<file path="src/rtl/mem_port_arbiter_pkg.sv">
// Shared types and constants for the two-port round-robin memory arbiter.
// The timeout feature is controlled by the ARB_TIMEOUT_EN macro (see mem_port_arbiter.sv).
package mem_port_arbiter_pkg;

    typedef enum logic [1:0] {
        ST_IDLE = 2'd0,
        ST_BUSY = 2'd1,
        ST_ACK  = 2'd2
    } arb_state_e;

    localparam logic PORT_IF = 1'b0;
    localparam logic PORT_LS = 1'b1;

    localparam int TIMEOUT_CYCLES_DEF = 255;
    localparam int TO_CNT_W_DEF       = 8;

    // On a tie the port that did not win last time gets the grant.
    function automatic logic rr_pick(input logic req0, input logic req1, input logic last_grant);
        logic pick;
        pick = PORT_IF;
        if (req0 && req1) begin
            pick = ~last_grant;
        end else if (req1) begin
            pick = PORT_LS;
        end
        return pick;
    endfunction

endpackage

</file>
<file path="src/rtl/mem_port_arbiter_mux.sv">
// 32-bit two-input multiplexer used for the arbiter's address and write-data paths.
module mux2x1_32bit (
    input  logic        sel_i,
    input  logic [31:0] in0_i,
    input  logic [31:0] in1_i,
    output logic [31:0] out_o
);

    assign out_o = sel_i ? in1_i : in0_i;

endmodule

</file>
<file path="src/rtl/mem_port_arbiter.sv">
// Round-robin arbiter sharing one memory port between instruction fetch (port 0) and load/store (port 1).
// Define ARB_TIMEOUT_EN to abort a BUSY transfer after TIMEOUT_CYCLES cycles without mem_ready.
module mem_port_arbiter
    import mem_port_arbiter_pkg::*;
#(
    parameter int TIMEOUT_CYCLES = TIMEOUT_CYCLES_DEF,
    parameter int TO_CNT_W       = TO_CNT_W_DEF
) (
    input  logic        clock,
    input  logic        reset_n,
    input  logic        req0,
    input  logic        req1,
    input  logic        we0,
    input  logic        we1,
    input  logic [31:0] addr0,
    input  logic [31:0] addr1,
    input  logic [31:0] wdata0,
    input  logic [31:0] wdata1,
    output logic        ack0,
    output logic        ack1,
    output logic [31:0] rdata,
    output logic        mem_req,
    output logic        mem_we,
    output logic [31:0] mem_addr,
    output logic [31:0] mem_wdata,
    input  logic        mem_ready,
    input  logic [31:0] mem_rdata,
    output logic        sel,
    output logic        err,
    output logic [1:0]  dbg_state_o
);

    if (TIMEOUT_CYCLES >= (1 << TO_CNT_W) || TIMEOUT_CYCLES < 1) begin : g_bad_cfg
        $error("mem_port_arbiter: TIMEOUT_CYCLES must be in 1 .. 2**TO_CNT_W-1");
    end

    arb_state_e  state_q, state_d;
    logic        sel_q, sel_d;
    logic        last_q, last_d;
    logic [31:0] rdata_q, rdata_d;
    logic        mem_req_q, mem_req_d;

`ifdef ARB_TIMEOUT_EN
    logic [TO_CNT_W-1:0] cnt_q, cnt_d;
    logic                to_q, to_d;
`endif

    mux2x1_32bit u_addr_mux (
        .sel_i (sel_q),
        .in0_i (addr0),
        .in1_i (addr1),
        .out_o (mem_addr)
    );

    mux2x1_32bit u_wdata_mux (
        .sel_i (sel_q),
        .in0_i (wdata0),
        .in1_i (wdata1),
        .out_o (mem_wdata)
    );

    assign mem_we = sel_q ? we1 : we0;

    always_comb begin
        state_d = state_q;
        sel_d   = sel_q;
        last_d  = last_q;
        rdata_d = rdata_q;
`ifdef ARB_TIMEOUT_EN
        cnt_d   = cnt_q;
        to_d    = 1'b0;
`endif
        case (state_q)
            ST_IDLE: begin
                if (req0 || req1) begin
                    sel_d   = rr_pick(req0, req1, last_q);
                    last_d  = sel_d;
                    state_d = ST_BUSY;
`ifdef ARB_TIMEOUT_EN
                    cnt_d   = '0;
`endif
                end
            end
            ST_BUSY: begin
                if (mem_ready) begin
                    if (!mem_we) begin
                        rdata_d = mem_rdata;
                    end
                    state_d = ST_ACK;
                end else begin
`ifdef ARB_TIMEOUT_EN
                    // Abort on the cycle that would make the stall count reach the limit.
                    cnt_d = cnt_q + 1'b1;
                    if (cnt_d == TIMEOUT_CYCLES[TO_CNT_W-1:0]) begin
                        state_d = ST_ACK;
                        rdata_d = 32'h0;
                        to_d    = 1'b1;
                    end
`endif
                end
            end
            ST_ACK: begin
                state_d = ST_IDLE;
            end
            default: begin
                state_d = ST_IDLE;
            end
        endcase
        mem_req_d = (state_d == ST_BUSY);
    end

    always_ff @(posedge clock or negedge reset_n) begin
        if (!reset_n) begin
            state_q   <= ST_IDLE;
            sel_q     <= PORT_IF;
            last_q    <= PORT_LS;
            rdata_q   <= 32'h0;
            mem_req_q <= 1'b0;
        end else begin
            state_q   <= state_d;
            sel_q     <= sel_d;
            last_q    <= last_d;
            rdata_q   <= rdata_d;
            mem_req_q <= mem_req_d;
        end
    end

`ifdef ARB_TIMEOUT_EN
    always_ff @(posedge clock or negedge reset_n) begin
        if (!reset_n) begin
            cnt_q <= '0;
            to_q  <= 1'b0;
        end else begin
            cnt_q <= cnt_d;
            to_q  <= to_d;
        end
    end

    assign err = to_q;
`else
    assign err = 1'b0;
`endif

    assign ack0        = (state_q == ST_ACK) && (sel_q == PORT_IF);
    assign ack1        = (state_q == ST_ACK) && (sel_q == PORT_LS);
    assign rdata       = rdata_q;
    assign mem_req     = mem_req_q;
    assign sel         = sel_q;
    assign dbg_state_o = state_q;

endmodule

</file>
<file path="config.mk">
export PLATFORM = sky130hd
export DESIGN_NAME = mem_port_arbiter
export DESIGN_NICKNAME = d
export VERILOG_FILES = /design/src/rtl/mem_port_arbiter_pkg.sv /design/src/rtl/mem_port_arbiter_mux.sv /design/src/rtl/mem_port_arbiter.sv
export SDC_FILE = /design/constraint.sdc
export NUM_CORES = 1
export LEC_CHECK = 0
export BUFFER_PORTS_ARGS = -buffer_cell sky130_fd_sc_hd__buf_2
export CORE_AREA = 2 2 106 108
export DETAILED_ROUTE_END_ITERATION = 8
export DIE_AREA = 0 0 108 110
export PLACE_DENSITY = 0.57
export SLEW_MARGIN = 20
export SYNTH_ARGS = -nofsm -noshare
export SYNTH_HDL_FRONTEND = slang
export SYNTH_SLANG_ARGS = --single-unit
</file>
<file path="constraint.sdc">
create_clock -name clock -period 4.66 [get_ports clock]
set_input_delay 0.233 -clock clock [delete_from_list [all_inputs] [get_ports clock]]
set_output_delay 0.233 -clock clock [all_outputs]
set_load 0.02 [all_outputs]
</file>
==> impl_metrics.csv, run 1 <==
group,metric,value,unit
run,maxCapViolCount,0,
yosys,synth_seq_area_share,0.422,
sta,finalCritPeriodShare,0.467,
route,vias_per_cell,4.15,
setup_path,cp_max_fo,68,
sta,rsz0062_at_grt,"no",
setup_path,critPathRequiredTime,4430,ps
floorplan,core-area,0.0107,mm²
route,wl,8320,µm
sta,slew_headroom,0.452,
sta,finalMaxSlewViolations,0,
yosys,postSynthCellCount,161,
clock_tree,cts_buffers,5,
clock_tree,clock_latency,280,ps
pwr,power_density,584,mW/mm²
sta,worst_slew_pin_slew,823,ps
sta,setup_viol,0,
pwr,leakagePower,0.00197,µW
layout,final_nets,594,
clock_tree,htree_levels,2,
clock_tree,root_buffer,"clkbuf_8",
sta,worst_slack,2490,ps
grt,grt_pass1_wl,11200,µm
route,ant_nets,0,
clock_tree,cts_tree,"yes",
yosys,synth.distinct_cells,19,
sta,hold_viol,0,
yosys,ys_seq_elements,37,
grt,grt_antenna_before_repair,3,
grt,track_usage,0.123,
route,first_iter_violations,87,
route,routedWlPerCell,14.6,µm
pwr,ir_drop,252,µV
place,gp_congestion,0.695,
min_path,hp-class,"in -> async",
clock_tree,cts_resized,0,
floorplan,die_area,0.0119,mm²
sta,fin_crit,2170,ps
sta,finClkSkew,3.25,ps
route,vias,2363,
yosys,syn_area,0.00220,mm²
grt,grt_max_degree,69,
setup_path,worst_ep_arrival_time,1940,ps
place,portBuffers,269,
setup_path,reg2reg_depth,4,
layout,syn_to_final_growth,70.2,%
setup_path,criticalPathCategory,"reg -> out",
sta,finalSetupTns,0,ps
yosys,yosysWarnings,0,
setup_path,critPathLaunchType,"register",
grt,grt_pass1_vias,2211,
route,drt_first_pass_iters,4,
setup_path,r2r-start,"sel$_DFFE_PN0P_",
floorplan,die_x,108,µm
route,drc,0,
setup_path,regToRegSetupSlack,2920,ps
floorplan,io_pins,271,
clock_tree,postCtsSetupBuffers,0,
floorplan,initial_utilization,0.205,
floorplan,row_count,38,
clock_tree,clock_sinks,37,
run_status,status,"finished clean",
floorplan,die_h,110,µm
setup_path,r2r-end,"rdata[16]$_DFFE_PN0P_",
place,pre_cts_slack,2810,ps
clock_tree,path_clk_slew,70,ps
clock_tree,cts_max_path_buffers,2,
layout,drive_gt1_frac,0.876,
grt,grt_overflow,0,
yosys,syn_area_per_cell,13.6,µm²
yosys,synth_fp_nets,328,
clock_tree,cts_hold_buf,0,
place,dp_hpwl,6990,µm
sta,max_freq,460,MHz
setup_path,endpoint_kind,"output pin",
## synth_stat cells
cell | instances | share of area
clkbuf_1 | 3 | 0.0051
mux2_4 | 1 | 0.0068
nand2_1 | 3 | 0.0051
nor3b_1 | 3 | 0.010
buf_2 | 5 | 0.011
mux2_1 | 1 | 0.0051
nor3_4 | 1 | 0.0074
buf_6 | 3 | 0.015
dfstp_2 | 1 | 0.012
a21oi_1 | 1 | 0.0023
and3b_1 | 1 | 0.0040
mux2_2 | 95 | 0.49
nor2_1 | 2 | 0.0034
nor3_1 | 1 | 0.0023
buf_4 | 1 | 0.0034
conb_1 | 1 | 0.0017
dfrtp_1 | 36 | 0.41
a32o_1 | 1 | 0.0046
a31oi_1 | 1 | 0.0028
## where the power goes
group	internal, µW	total [µW]	switching (µW)
Sequential	482	563	81.0
Combinational	616	1410	792
Clock	106	214	108
## critical path: stages (launching register included)
cell	delay (ps)
dfrtp_2	380
buf_4	610
mux2_2	430
buf_2	170
## routing by layer
layer  up-vias  global-route usage  share of wire
li1       1117                   -              -
met1      1119               0.143           0.37
met2       116               0.223           0.54
met3         9              0.0323          0.081
met4         2              0.0302         0.0056
met5         -                   0         0.0016
## state kept, by name, indices dropped and copies added, names as in the netlist
| register | cells |
|---|---|
| rdata | 32 |
| dbg_state_o | 2 |
| last_q | 1 |
| mem_req | 1 |
| sel | 1 |
## per-stage QoR
| stage | util | hold slack (ps) | power [µW] | cells | area (µm²) |
|---|---|---|---|---|---|
| 2_1_floorplan | - | -62.6 | 1540 | 161 | 2200 |
| 3_3_place_gp | 0.342 | 371 | 1970 | 560 | 3660 |
| 3_5_place_dp | 0.342 | 378 | 1990 | 560 | 3660 |
| 4_1_cts | 0.349 | 66.4 | 2210 | 568 | 3740 |
| 5_1_grt | 0.349 | 119 | 2320 | 568 | 3740 |
| 6_report | 0.350 | 41.8 | 2190 | 569 | 3740 |
## final cells by class
cell class	instances	area, µm²
multi-input cells	112	1190
clock buffers	8	80.1
well taps	140	175
repair buffers	271	1360
flip-flops and latches	37	928
fillers	1099	6960
diodes	1	2.50
## logic make-up (layout without fill, tap and decap cells)
family                 after synthesis  after routing  share of synthesized area
other                                1              2                    0.00171
buffers and inverters               12            279                     0.0353
muxes                               97             97                      0.499
AOI/OAI and AO/OA                    3              3                    0.00968
DFF                                 37             37                      0.422
and+or+nand+nor                     11             11                     0.0325
## worst max path at each step
| stage | to | start | cells after the start |
|---|---|---|---|
| 6_report | mem_addr[18] | sel$_DFFE_PN0P_ | 3 |
| 5_1_grt | mem_addr[18] | sel$_DFFE_PN0P_ | 3 |
| 3_3_place_gp | mem_addr[18] | sel$_DFFE_PN0P_ | 3 |
| 4_1_cts | mem_addr[18] | sel$_DFFE_PN0P_ | 3 |
| 3_5_place_dp | mem_addr[18] | sel$_DFFE_PN0P_ | 3 |
| 2_1_floorplan | rdata[13]$_DFFE_PN0P_ | sel$_DFFE_PN0P_ | 5 |
## layout by cell type, fill, tap and decap left out
master	count
buf_2	269
nor2_1	2
diode_2	1
clkbuf_8	5
nor3_1	1
and3b_1	1
clkbuf_1	3
conb_1	1
dfrtp_1	35
dfstp_2	1
mux2_2	95
nor3_4	1
nand2_1	3
a21oi_1	1
nor3b_1	3
a32o_1	1
a31oi_1	1
mux2_1	1
mux2_4	1
dfrtp_2	1
buf_4	2
(Power assumes the default switching activity.)
==> inputs of run 2 (changes only) <==
- ABC_AREA: default -> 1
- CORE_AREA: 2 2 106 108 -> 2 2 105 107
- DIE_AREA: 0 0 108 110 -> 0 0 107 109
- PLACE_DENSITY: 0.57 -> 0.61
- clock period: 4.66 -> 1.8 ns (I/O delays scaled with it)
==> impl_metrics.csv, run 2 <==
group,metric,value,unit
run_status,status,"finished clean",
place,pre_cts_slack,387,ps
setup_path,critPathBufInv,2,
floorplan,initial_utilization,0.216,
layout,final_common_cell,"buf_2",
floorplan,die_area,0.0117,mm²
route,drt_first_pass_iters,4,
pwr,ir_drop,929,µV
yosys,synth_area_leader_cell,"nand2_1",
yosys,yosysWarnings,0,
sta,fin_crit,1560,ps
route,dr_wl_met2,4500,µm
layout,n_fill_cell,1173,
setup_path,regToRegSetupSlack,390,ps
yosys,synth_area_leaders,"nand2_1 (43%), dfrtp_1 (39%), nand3_1 (7.0%)",
sta,worst_slew_pin_slew,819,ps
sta,setup_viol,0,
yosys,synth_seq_area_share,0.405,
setup_path,cpPeakStageDelay,390,ps
setup_path,cp_slowest_cell,"dfrtp_2",
setup_path,crit_family,"buffers and inverters",
floorplan,core-area,0.0106,mm²
clock_tree,cts_resized,0,
pwr,total_power,6490,µW
yosys,synth.distinct_cells,17,
yosys,synth_edf_count,0,
grt,grt_max_degree,66,
pwr,leakagePower,0.00256,µW
layout,final_cells,774,
route,wl_met1,3540,µm
place,dp_hpwl,7250,µm
yosys,synth_top_flop_cell,"dfrtp_1",
floorplan,die_h,109,µm
yosys,synth_fp_nets,542,
floorplan,die_x,107,µm
yosys,yosysMostFrequentCell,"nand2_1",
setup_path,worst_ep_arrival_time,1470,ps
grt,grt_overflow,0,
yosys,syn_area,0.00229,mm²
floorplan,row_count,38,
sta,rsz0062_at_grt,"no",
place,placed_area,0.00374,mm²
route,dr_wl_met3,799,µm
clock_tree,cts_buffers,5,
sta,max_freq,640,MHz
setup_path,critPathRequiredTime,1710,ps
place,portBuffers,269,
yosys,syn_area_per_cell,6.11,µm²
layout,drive_gt1_frac,0.456,
route,routedWlPerCell,11.6,µm
place,gp_congestion,0.795,
layout,syn_to_final_growth,69.8,%
grt,track_usage,0.140,
yosys,async_flop_share,1.00,
setup_path,endpoint_kind,"output pin",
grt,grt_antenna_before_repair,0,
clock_tree,htree_levels,2,
yosys,synthTopCellsByCount,"nand2_1 (263), dfrtp_1 (36), nand3_1 (32)",
route,vias_per_cell,4.22,
setup_path,cpMostUsedCell,"nand2_1",
sta,finClkSkew,2.17,ps
yosys,yosysTopAreaCellShare,0.431,
clock_tree,root_buffer,"clkbuf_8",
yosys,ys_seq_elements,37,
layout,diodes,0,
layout,largest_reg_flops,32,
sta,finalCritPeriodShare,0.868,
place,dp_cells,765,
clock_tree,clock_latency,280,ps
min_path,hp-class,"in -> reg",
grt,grt_pass1_wl,13300,µm
sta,slew_headroom,0.454,
sta,worst_slack,238,ps
route,ant_nets,0,
route,first_iter_violations,127,
sta,hold_viol,0,
route,vias,3266,
run,maxCapViolCount,0,
clock_tree,cts_tree,"yes",
route,drc,0,
layout,fin_area,0.00389,mm²
setup_path,path_cells,"buf_4 > nand2_1 > nand2_1 > buf_2",
setup_path,cp_max_fo,43,
grt,grt_pass1_vias,2975,
sta,finalMaxSlewViolations,0,
clock_tree,cts_max_path_buffers,2,
pwr,power_density,1670,mW/mm²
sta,finalSetupTns,0,ps
clock_tree,path_clk_slew,80,ps
layout,layout_common_cells,"buf_2 (269), nand2_1 (263), dfrtp_1 (35), nand3_1 (32)",
yosys,postSynthCellCount,375,
route,highest_layer,"met4",
layout,final_nets,800,
floorplan,io_pins,271,
setup_path,criticalPathCategory,"reg -> out",
route,wl,8990,µm
clock_tree,clock_sinks,37,
setup_path,critPathLaunchType,"register",
-- run 2: worst register-to-register path, stage by stage (launching register included) --
cell and delay [ps]:
dfrtp_1 390, inv_2 90, nand2_1 120, nor2_4 120
nand2_2 340, nand2_1 190, nand2_1 60
-- run 2: worst paths after layout --
| check | cells past startpoint | endpoint | startpoint |
|---|---|---|---|
| max in group asynchronous | 2 | sel$_DFFE_PN0P_ | reset_n |
| worst max-delay path | 4 | mem_addr[8] | sel$_DFFE_PN0P_ |
| worst min register to register | 2 | rdata[13]$_DFFE_PN0P_ | rdata[13]$_DFFE_PN0P_ |
| min in group asynchronous | 2 | rdata[25]$_DFFE_PN0P_ | reset_n |
| worst max register to register | 6 | rdata[14]$_DFFE_PN0P_ | dbg_state_o[1]$_DFF_PN0_ |
| worst min-delay path | 3 | rdata[30]$_DFFE_PN0P_ | mem_rdata[30] |
-- run 2: repair_timing --
item                                   4_1_cts  5_1_grt
endpoints found under the hold margin       36        0
hold buffers                                 1        0
setup buffers                                0        0
-- run 2: area by class of cell --
cell class,count,area [µm²],area share
well taps,140,175,0.0451
repair buffers,275,1410,0.362
multi-input cells,307,1220,0.313
clock buffers,5,68.8,0.0177
inverters,7,26.3,0.00676
flip-flops and latches,37,928,0.239
clock inverters,3,65.1,0.0167
-- run 2: cell families after synthesis --
family	count (synthesis)	synth area share
AND/OR/NAND/NOR	302	0.520
other	1	0.00164
AO/OA/AOI/OAI	4	0.00984
buffers and inverters	31	0.0634
flip-flops	37	0.405
-- run 2: metrics by stage --
step                      hold slack [ps]   util
final                                30.7  0.367
after global routing                 31.9  0.367
after CTS                            17.4  0.367
after detailed placement              241  0.353
after global placement                220  0.353
after floorplan                      -206      -
-- run 2: power by group --
group | internal (µW) | switching [µW]
registers | 1210 | 212
clock network | 551 | 303
logic | 1320 | 2890
-- run 2: layer usage --
layer / global-route usage / vias to the layer above
li1: - / 1653
met1: 0.156 / 1439
met2: 0.259 / 163
met3: 0.0329 / 11
met4: 0.0501 / 0
met5: 0 / -
==> inputs of run 3 (changes only) <==
- CTS_BUF_LIST: default -> sky130_fd_sc_hd__clkbuf_16
==> impl_metrics.csv, run 3 (synthesis gave the netlist of run 2 again) <==
group,metric,value,unit
layout,drive_gt1_frac,0.456,
layout,final_cells,774,
place,portBuffers,269,
grt,track_usage,0.140,
setup_path,cp_max_fo,43,
route,wl_met1,3560,µm
sta,finalCritPeriodShare,0.860,
grt,grt_pass1_wl,13300,µm
min_path,min_from,"mem_rdata[14]",
grt,grt_antenna_before_repair,0,
floorplan,row_count,38,
route,dr_wl_met2,4490,µm
route,ant_nets,0,
clock_tree,cts_max_path_buffers,2,
route,drt_first_pass_iters,6,
pwr,power_density,1720,mW/mm²
route,first_iter_violations,121,
setup_path,path_cells,"buf_4 > nand2_1 > nand2_1 > buf_2",
clock_tree,path_clk_slew,60,ps
sta,worst_slack,253,ps
floorplan,die_area,0.0117,mm²
setup_path,reg2reg_depth,6,
clock_tree,clock_latency,280,ps
sta,slew_headroom,0.465,
route,vias_per_cell,4.20,
setup_path,criticalPathCategory,"reg -> out",
route,routedWlPerCell,11.7,µm
layout,fin_area,0.00394,mm²
layout,layout_common_cells,"buf_2 (269), nand2_1 (263), dfrtp_1 (35), nand3_1 (32)",
floorplan,die_h,109,µm
clock_tree,cts_tree,"yes",
clock_tree,root_buffer,"clkbuf_16",
sta,hold_viol,0,
clock_tree,cts_buffers,5,
layout,largest_reg_flops,32,
setup_path,regToRegSetupSlack,390,ps
layout,final_common_cell,"buf_2",
setup_path,critPathLaunchType,"register",
sta,setup_viol,0,
setup_path,cpMostUsedCell,"nand2_1",
setup_path,r2r-start,"dbg_state_o[1]$_DFF_PN0_",
place,pre_cts_slack,387,ps
run,maxCapViolCount,0,
pwr,leakagePower,0.00259,µW
sta,worst_slew_pin_slew,803,ps
min_path,whs_path_depth,3,
clock_tree,htree_levels,2,
setup_path,endpoint_kind,"output pin",
route,drc,0,
setup_path,cpPeakStageDelay,390,ps
grt,grt_max_degree,66,
route,vias,3253,
min_path,worstHoldEndpoint,"rdata[14]$_DFFE_PN0P_",
sta,fin_crit,1550,ps
grt,grt_overflow,0,
setup_path,critPathRequiredTime,1710,ps
layout,syn_to_final_growth,72.2,%
route,highest_layer,"met4",
setup_path,r2r-end,"rdata[22]$_DFFE_PN0P_",
clock_tree,clock_sinks,37,
grt,grt_pass1_vias,2974,
place,placed_area,0.00374,mm²
floorplan,io_pins,271,
place,dp_hpwl,7250,µm
place,gp_congestion,0.795,
setup_path,crit_family,"buffers and inverters",
layout,diodes,0,
floorplan,die_x,107,µm
pwr,ir_drop,1030,µV
sta,finClkSkew,1.76,ps
run_status,status,"finished clean",
setup_path,worst_ep_arrival_time,1460,ps
layout,final_nets,800,
pwr,total_power,6770,µW
setup_path,cp_slowest_cell,"dfrtp_2",
sta,finalMaxSlewViolations,0,
floorplan,core-area,0.0106,mm²
route,dr_wl_met3,822,µm
setup_path,critPathBufInv,2,
min_path,hp-class,"in -> reg",
floorplan,initial_utilization,0.216,
sta,max_freq,646,MHz
sta,rsz0062_at_grt,"no",
sta,finalSetupTns,0,ps
place,dp_cells,765,
route,wl,9030,µm
clock_tree,cts_resized,0,
run 3: cell count changes in the layout (fill, tap and decap cells not counted):
cell / previous run / this run
clkbuf_16: 0 / 5
clkbuf_8: 5 / 0
run 3: cell type report:
type                            instances  area, µm²
Clock buffer                            5        125
Clock inverter                          3       65.1
Fill cell                            1167       6660
Inverter                                7       26.3
Multi-Input combinational cell        307       1220
Sequential cell                        37        928
Tap cell                              140        175
Timing Repair Buffer                  275       1410
run 3: worst max-delay path by stage:
stage | from | end | cells after the start
5_1_grt | sel$_DFFE_PN0P_ | mem_we | 6
3_5_place_dp | dbg_state_o[1]$_DFF_PN0_ | rdata[0]$_DFFE_PN0P_ | 6
3_3_place_gp | dbg_state_o[1]$_DFF_PN0_ | rdata[14]$_DFFE_PN0P_ | 6
2_1_floorplan | sel$_DFFE_PN0P_ | ack1 | 3
6_report | sel$_DFFE_PN0P_ | mem_addr[8] | 4
4_1_cts | sel$_DFFE_PN0P_ | mem_addr[8] | 4
run 3: where the power goes:
group,leakage (µW),switching [µW],internal (µW)
clock,0.0000938,336,791
sequential,0.000462,216,1220
combinational,0.00203,2890,1320
run 3: metrics by stage:
step	utilization	hold slack, ps
6_report	0.372	40.5
5_1_grt	0.372	51.0
4_1_cts	0.372	38.0
3_5_place_dp	0.353	241
3_3_place_gp	0.353	220
2_1_floorplan	-	-206
run 3: layer usage:
| layer | global-route usage | up-vias |
|---|---|---|
| met5 | 0 | - |
| met4 | 0.0455 | 0 |
| met3 | 0.0341 | 14 |
| met2 | 0.260 | 163 |
| met1 | 0.157 | 1423 |
| li1 | - | 1653 |
run 3: worst register-to-register path, delay by kind of cell (launching register included):
kind | cells | cell delay, ps
and+or+nand+nor | 5 | 830
buffers and inverters | 1 | 90
DFF | 1 | 380
run 3: what timing repair did:
action / 4_1_cts / 5_1_grt
endpoints found under the hold margin: 36 / 0
hold buffers: 1 / 0
setup buffers: 0 / 0
